===== src/rtl/rf_operand_fetch.sv =====
// rf_operand_fetch: holds one decoded instruction, gathers its source operands
// from the register file (or the writeback snoop path), invalidates the
// destination once all sources are in hand, then presents the instruction to
// execute. Retries caused by not-yet-valid registers are counted in stall_cnt.
module rf_operand_fetch #(
    parameter logic [15:0] STALL_MAX = 16'hFFFF
) (
    input  logic        clk,
    input  logic        reset,

    input  logic        dec_valid,
    output logic        dec_ready,
    input  logic [4:0]  dec_rs1,
    input  logic [4:0]  dec_rs2,
    input  logic [4:0]  dec_rd,
    input  logic        dec_use_rs1,
    input  logic        dec_use_rs2,
    input  logic        dec_wr_rd,
    input  logic [31:0] dec_payload,

    output logic        rf_re_p0,
    output logic [4:0]  rf_addr_p0,
    output logic        rf_re_p1,
    output logic [4:0]  rf_addr_p1,
    input  logic [31:0] rf_dout_p0,
    input  logic        rf_v_p0,
    input  logic [31:0] rf_dout_p1,
    input  logic        rf_v_p1,

    output logic        rf_we_pi,
    output logic [4:0]  rf_addr_pi,

    input  logic        wb_we,
    input  logic [4:0]  wb_addr,
    input  logic [31:0] wb_data,

    output logic        ex_valid,
    input  logic        ex_ready,
    output logic [31:0] ex_op1,
    output logic [31:0] ex_op2,
    output logic [31:0] ex_payload,
    output logic [4:0]  ex_rd,
    output logic        ex_wr_rd,

    output logic [15:0] stall_cnt
);

    typedef enum logic [1:0] {IDLE, READ, CHECK, ISSUE} state_t;

    state_t      state;
    state_t      state_next;

    logic [4:0]  rs1_q;
    logic [4:0]  rs2_q;
    logic [4:0]  rd_q;
    logic        use1_q;
    logic        use2_q;
    logic        wr_rd_q;
    logic [31:0] payload_q;
    logic [31:0] op1_q;
    logic [31:0] op2_q;
    logic        got1_q;
    logic        got2_q;
    logic [15:0] stall_q;

    logic [31:0] op1_n;
    logic [31:0] op2_n;
    logic        got1_n;
    logic        got2_n;
    logic        all_got;

    assign rf_addr_p0 = rs1_q;
    assign rf_addr_p1 = rs2_q;
    assign rf_addr_pi = rd_q;
    assign ex_op1     = op1_q;
    assign ex_op2     = op2_q;
    assign ex_payload = payload_q;
    assign ex_rd      = rd_q;
    assign ex_wr_rd   = wr_rd_q;
    assign stall_cnt  = stall_q;
    assign all_got    = got1_n && got2_n;

    // Operand capture: the writeback snoop wins in READ (the register file
    // would return stale data that cycle); in CHECK the read data wins, with
    // a same-cycle writeback as the fallback. x0 and unused sources are
    // already marked got at accept time, so they never reach this logic.
    always_comb begin
        op1_n  = op1_q;
        op2_n  = op2_q;
        got1_n = got1_q;
        got2_n = got2_q;
        case (state)
            READ: begin
                if (wb_we && use1_q && !got1_q && (rs1_q != 5'd0) && (wb_addr == rs1_q)) begin
                    op1_n  = wb_data;
                    got1_n = 1'b1;
                end
                if (wb_we && use2_q && !got2_q && (rs2_q != 5'd0) && (wb_addr == rs2_q)) begin
                    op2_n  = wb_data;
                    got2_n = 1'b1;
                end
            end
            CHECK: begin
                if (!got1_q) begin
                    if (rf_v_p0) begin
                        op1_n  = rf_dout_p0;
                        got1_n = 1'b1;
                    end else if (wb_we && (wb_addr == rs1_q)) begin
                        op1_n  = wb_data;
                        got1_n = 1'b1;
                    end
                end
                if (!got2_q) begin
                    if (rf_v_p1) begin
                        op2_n  = rf_dout_p1;
                        got2_n = 1'b1;
                    end else if (wb_we && (wb_addr == rs2_q)) begin
                        op2_n  = wb_data;
                        got2_n = 1'b1;
                    end
                end
            end
            default: begin
            end
        endcase
    end

    // Next-state and handshake/port strobes; everything is forced quiet
    // while reset is high so an abandoned instruction leaves no trace.
    always_comb begin
        state_next = state;
        dec_ready  = 1'b0;
        rf_re_p0   = 1'b0;
        rf_re_p1   = 1'b0;
        rf_we_pi   = 1'b0;
        ex_valid   = 1'b0;
        case (state)
            IDLE: begin
                dec_ready = 1'b1;
                if (dec_valid) begin
                    state_next = READ;
                end
            end
            READ: begin
                rf_re_p0   = use1_q && !got1_q;
                rf_re_p1   = use2_q && !got2_q;
                state_next = CHECK;
            end
            CHECK: begin
                if (all_got) begin
                    rf_we_pi   = wr_rd_q && (rd_q != 5'd0);
                    state_next = ISSUE;
                end else begin
                    state_next = READ;
                end
            end
            ISSUE: begin
                ex_valid = 1'b1;
                if (ex_ready) begin
                    state_next = IDLE;
                end
            end
            default: begin
                state_next = IDLE;
            end
        endcase
        if (reset) begin
            dec_ready = 1'b0;
            rf_re_p0  = 1'b0;
            rf_re_p1  = 1'b0;
            rf_we_pi  = 1'b0;
            ex_valid  = 1'b0;
        end
    end

    // State, latched instruction fields, operands and the saturating stall
    // counter; a new instruction is only taken in IDLE.
    always_ff @(posedge clk) begin
        if (reset) begin
            state     <= IDLE;
            rs1_q     <= 5'd0;
            rs2_q     <= 5'd0;
            rd_q      <= 5'd0;
            use1_q    <= 1'b0;
            use2_q    <= 1'b0;
            wr_rd_q   <= 1'b0;
            payload_q <= 32'd0;
            op1_q     <= 32'd0;
            op2_q     <= 32'd0;
            got1_q    <= 1'b0;
            got2_q    <= 1'b0;
            stall_q   <= 16'd0;
        end else begin
            state <= state_next;
            if (state == IDLE) begin
                if (dec_valid) begin
                    rs1_q     <= dec_rs1;
                    rs2_q     <= dec_rs2;
                    rd_q      <= dec_rd;
                    use1_q    <= dec_use_rs1;
                    use2_q    <= dec_use_rs2;
                    wr_rd_q   <= dec_wr_rd;
                    payload_q <= dec_payload;
                    op1_q     <= 32'd0;
                    op2_q     <= 32'd0;
                    got1_q    <= !dec_use_rs1 || (dec_rs1 == 5'd0);
                    got2_q    <= !dec_use_rs2 || (dec_rs2 == 5'd0);
                end
            end else begin
                op1_q  <= op1_n;
                op2_q  <= op2_n;
                got1_q <= got1_n;
                got2_q <= got2_n;
            end
            if ((state == CHECK) && !all_got && (stall_q < STALL_MAX)) begin
                stall_q <= stall_q + 16'd1;
            end
        end
    end

endmodule


===== config.mk =====
export PLATFORM = sky130hd
export DESIGN_NAME = rf_operand_fetch
export DESIGN_NICKNAME = d
export VERILOG_FILES = /design/src/rtl/rf_operand_fetch.sv
export SDC_FILE = /design/constraint.sdc
export NUM_CORES = 1
export LEC_CHECK = 0
export CORE_UTILIZATION = 43
export CTS_CLUSTER_DIAMETER = 60
export DETAILED_ROUTE_END_ITERATION = 8
export PLACE_DENSITY = 0.95
export SLEW_MARGIN = 20
export SYNTH_ARGS = -nofsm -noshare
export SYNTH_HDL_FRONTEND = slang
export SYNTH_SLANG_ARGS = --single-unit

===== constraint.sdc =====
create_clock -name clk -period 6.1 [get_ports clk]
set_input_delay 0.915 -clock clk [delete_from_list [all_inputs] [get_ports clk]]
set_output_delay 0.915 -clock clk [all_outputs]
set_load 0.02 [all_outputs]

==> summary.md <==
| Metric | Value |
|---|---|
| Status | `finished clean` |
| Aggregate global-route resource usage | `0.281` |
| Drt initial violations | `between 400 and 500` |
| Flop-to-flop setup slack | `3.00 ns` |
| CTS tree | `done` |
| WP data required | `slightly above 5 ns` |
| Unrepaired setup endpoints after global routing | `false` |
| Max Slew Vio Count | `0` |
| Overall routed net length | `~20,000 µm` |
| Worst setup margin | `between 1.5 and 2 ns` |
| Mapped Avg Cell Area | `between 9 and 10 µm²` |
| Pre-CTS WS | `1.78 ns` |
| Grt ovf | `0` |
| Tmin final | `~4.3 ns` |
| Final Hold Viols | `0` |
| Sequential Area | `between 2000 and 3000 µm²` |
| DRT antenna net count | `0` |
| Share of the synthesized area in the top cell type | `0.457` |
| Power density over the cells | `between 200 and 300 nW/µm²` |
| Syn_nets | `800` |
| Post-Route Utilization | `0.712` |
| IO Pins | `approximately 300` |
| Ranking of synthesized cells by area | `dfxtp_1, mux2i_1, o2bb2ai_1` |
| Synth Register Bits | `134` |
| Root buf cell | `clkbuf_16` |
| Share of cells above drive strength 1 | `0.0575` |
| HP Class | `flip-flop to flip-flop` |
| Post-CTS Resized | `0` |
| Nets@finish | `between 1,000 and 1,500` |
| Kind of critical path | `primary input to output pin` |
| Clock Skews | `roughly 0.01 ns` |
| Part of the cycle the worst path needs | `0.711` |
| Global Route met2 Usage | `0.503` |
| Initial Util | `0.441` |
| Achievable clock frequency | `between 200 and 250 MHz` |
| DRC | `0` |
| Largest net degree at the start of global routing | `53` |
| Crit path arrival time | `approximately 3.4 ns` |
| Antenna violations before repair | `0` |
| Fillcell total | `around 940` |
| Die ar. | `between 10,000 and 15,000 µm²` |
| Post-DR vias/cell | `5.36` |
| Worst IR Drop VDD | `0.230 mV` |
| Synth area leader | `dfxtp_1` |
| Top post-synthesis cells by count | `dfxtp_1, nand2_1, a21oi_1` |
| Final setup violation count | `0` |
| Worst slew pin tran | `1.05 ns` |
| Vias | `a little under 6,000` |
| Die width | `between 100 and 150 µm` |
| Multi-input logic area | `roughly 3000 µm²` |
| Startpoint types | `primary input` |
| Num CTS Buffers | `17` |
| H-Tree Depth | `4` |
| Clock sinks | `roughly 130` |
| Crit-path max FO | `5` |
| Met1 GRT Util | `0.312` |
| Max-cap viol count | `0` |
| Mapped Area | `5870 µm²` |
| Antenna Cells | `0` |
| R2R cell count | `8` |
| RR Startpoint | `state[1]` |
| Peak-usage layer in the global routing report | `met2` |
| Post-DP HPWL | `roughly 14,000 µm` |
| Worst-path clk slew | `roughly 0.060 ns` |
| Slew margin rel. | `0.298` |
| DRT Pass-1 Iters | `5` |
| Die Y | `119 µm` |
| CTS Buffer Depth | `2` |
| GP Congestion | `about 0.88` |
| Drt wl/cell | `between 15 and 20 µm` |
| Post-CTS setup buffer count | `0` |
| Total design power | `roughly 2.8 mW` |
| Setup TNS | `0 ns` |
| Vias in the first global route | `5,913` |
| First-pass GRT wire length | `between 30,000 and 40,000 µm` |
| Layout area overhead | `61.4%` |
| Crit Reg-Reg Endpoint | `stall_cnt[7]` |
| Sequential area share after synthesis | `0.457` |
| Top FF cell, synth | `dfxtp_1` |
| Top-count cell post-synth | `dfxtp_1` |
| CP endpoint | `rf_we_pi` |
| Static leakage | `about 3.8 nW` |
| Port buffer count | `slightly below 300` |
| Global Route met3 Usage | `0.0805` |
| Number of synthesized flops with an enable pin | `0` |
| Clk Latency, worst-skew pair | `0.42 ns` |
| Hold_buf cts | `0` |
| Gate Count Post-Synth | `around 640` |
| Row cnt | `42` |
| Setup crit start | `wb_addr[0]` |
| Core ar. | `roughly 13,000 µm²` |
| Crit path capture type | `output pin` |
| Share of flip-flops with an asynchronous set or reset | `0` |
| Synth Warn # | `0` |
| Post-synth cell types | `52` |
==> power breakdown <==
group / leakage, nW / internal [mW] / total (mW) / switching, mW
clock: 0.271 / 0.608 / 0.999 / 0.391
sequential: 1.09 / 0.969 / 1.03 / 0.0643
combinational: 2.43 / 0.360 / 0.784 / 0.423
total: 3.80 / 1.94 / 2.82 / 0.879
==> final cells by class <==
type,instances,share of cell area
timing repair buffer,302,0.317
sequential,134,0.283
inverter,13,0.00515
tap,176,0.0233
multi-input combinational,442,0.311
clock inverter,12,0.0139
clock buffer,19,0.0468
==> critical path, stage by stage <==
cell and delay [ns]:
clkdlybuf4s50_1 0.53, xnor2_1 0.15, nand4_1 0.24, o31ai_4 0.45
and2_4 0.23, nor4b_1 0.23, clkdlybuf4s50_1 0.69
==> metrics by stage <==
| stage | hold slack, ns | cells | instance area (µm²) |
|---|---|---|---|
| 4_1_cts | 0.453 | 1098 | 9470 |
| 2_1_floorplan | 0.437 | 635 | 5870 |
| 5_1_grt | 0.470 | 1098 | 9470 |
| 6_report | 0.453 | 1098 | 9470 |
| 3_5_place_dp | 0.446 | 1067 | 8900 |
| 3_3_place_gp | 0.441 | 1067 | 8900 |
==> flip-flops by register name, indices dropped and copies added (netlist names) <==
name / flops
got1_q: 1
ex_op2: 32
use1_q: 1
ex_rd: 5
rf_addr_p0: 5
use2_q: 1
got2_q: 1
stall_cnt: 16
ex_op1: 32
rf_addr_p1: 5
ex_wr_rd: 1
ex_payload: 32
state: 2
==> layout by cell type, fill, tap and decap left out, types with 2 or more instances in the layout <==
master	count
inv_1	13
nand3_1	8
a311oi_1	2
xnor2_1	9
a211oi_1	3
buf_4	7
o2bb2ai_1	64
nor2b_1	5
mux2_1	5
clkbuf_16	17
a21oi_1	67
dfxtp_1	134
clkinv_2	3
nand2_1	112
and3_1	4
a21o_1	3
nand2_2	3
o211ai_1	2
clkinv_4	3
nor2_1	26
nor3_1	7
o21ai_0	5
or4_1	3
xor2_1	2
clkdlybuf4s50_1	294
ha_1	7
nand2b_1	4
nor4_1	3
and4_1	3
mux2i_1	65
and2_1	2
bufinv_16	2
nand4_1	5
clkinvlp_4	4
==> cell families (layout without fill, tap and decap cells) <==
family / Yosys count / in the layout / synth area share
simple gates: 194 / 194 / 0.149
compound gates: 160 / 160 / 0.199
flops: 134 / 134 / 0.457
mux: 70 / 70 / 0.120
buf+inv: 59 / 346 / 0.0428
xor+xnor: 11 / 11 / 0.0164
fa+ha+maj: 7 / 7 / 0.0149
==> worst min-delay path by stage <==
stage | cells past startpoint | slack [ns] | end | start
after detailed placement | 2 | 0.45 | ex_payload[14] | ex_payload[14]
after global placement | 2 | 0.44 | ex_payload[15] | ex_payload[15]
after global routing | 2 | 0.47 | ex_payload[19] | ex_payload[19]
after floorplan | 2 | 0.44 | use1_q | use1_q
final | 2 | 0.45 | ex_payload[7] | ex_payload[7]
after CTS | 2 | 0.45 | ex_payload[14] | ex_payload[14]
==> routing by layer <==
layer,share of wire,up-vias,routed length (µm)
met1,0.39,2754,7670
met4,0.026,0,519
li1,-,2810,-
met5,0,-,0
met3,0.079,40,1560
met2,0.51,284,10100
Power figures use the tool's default switching activity.
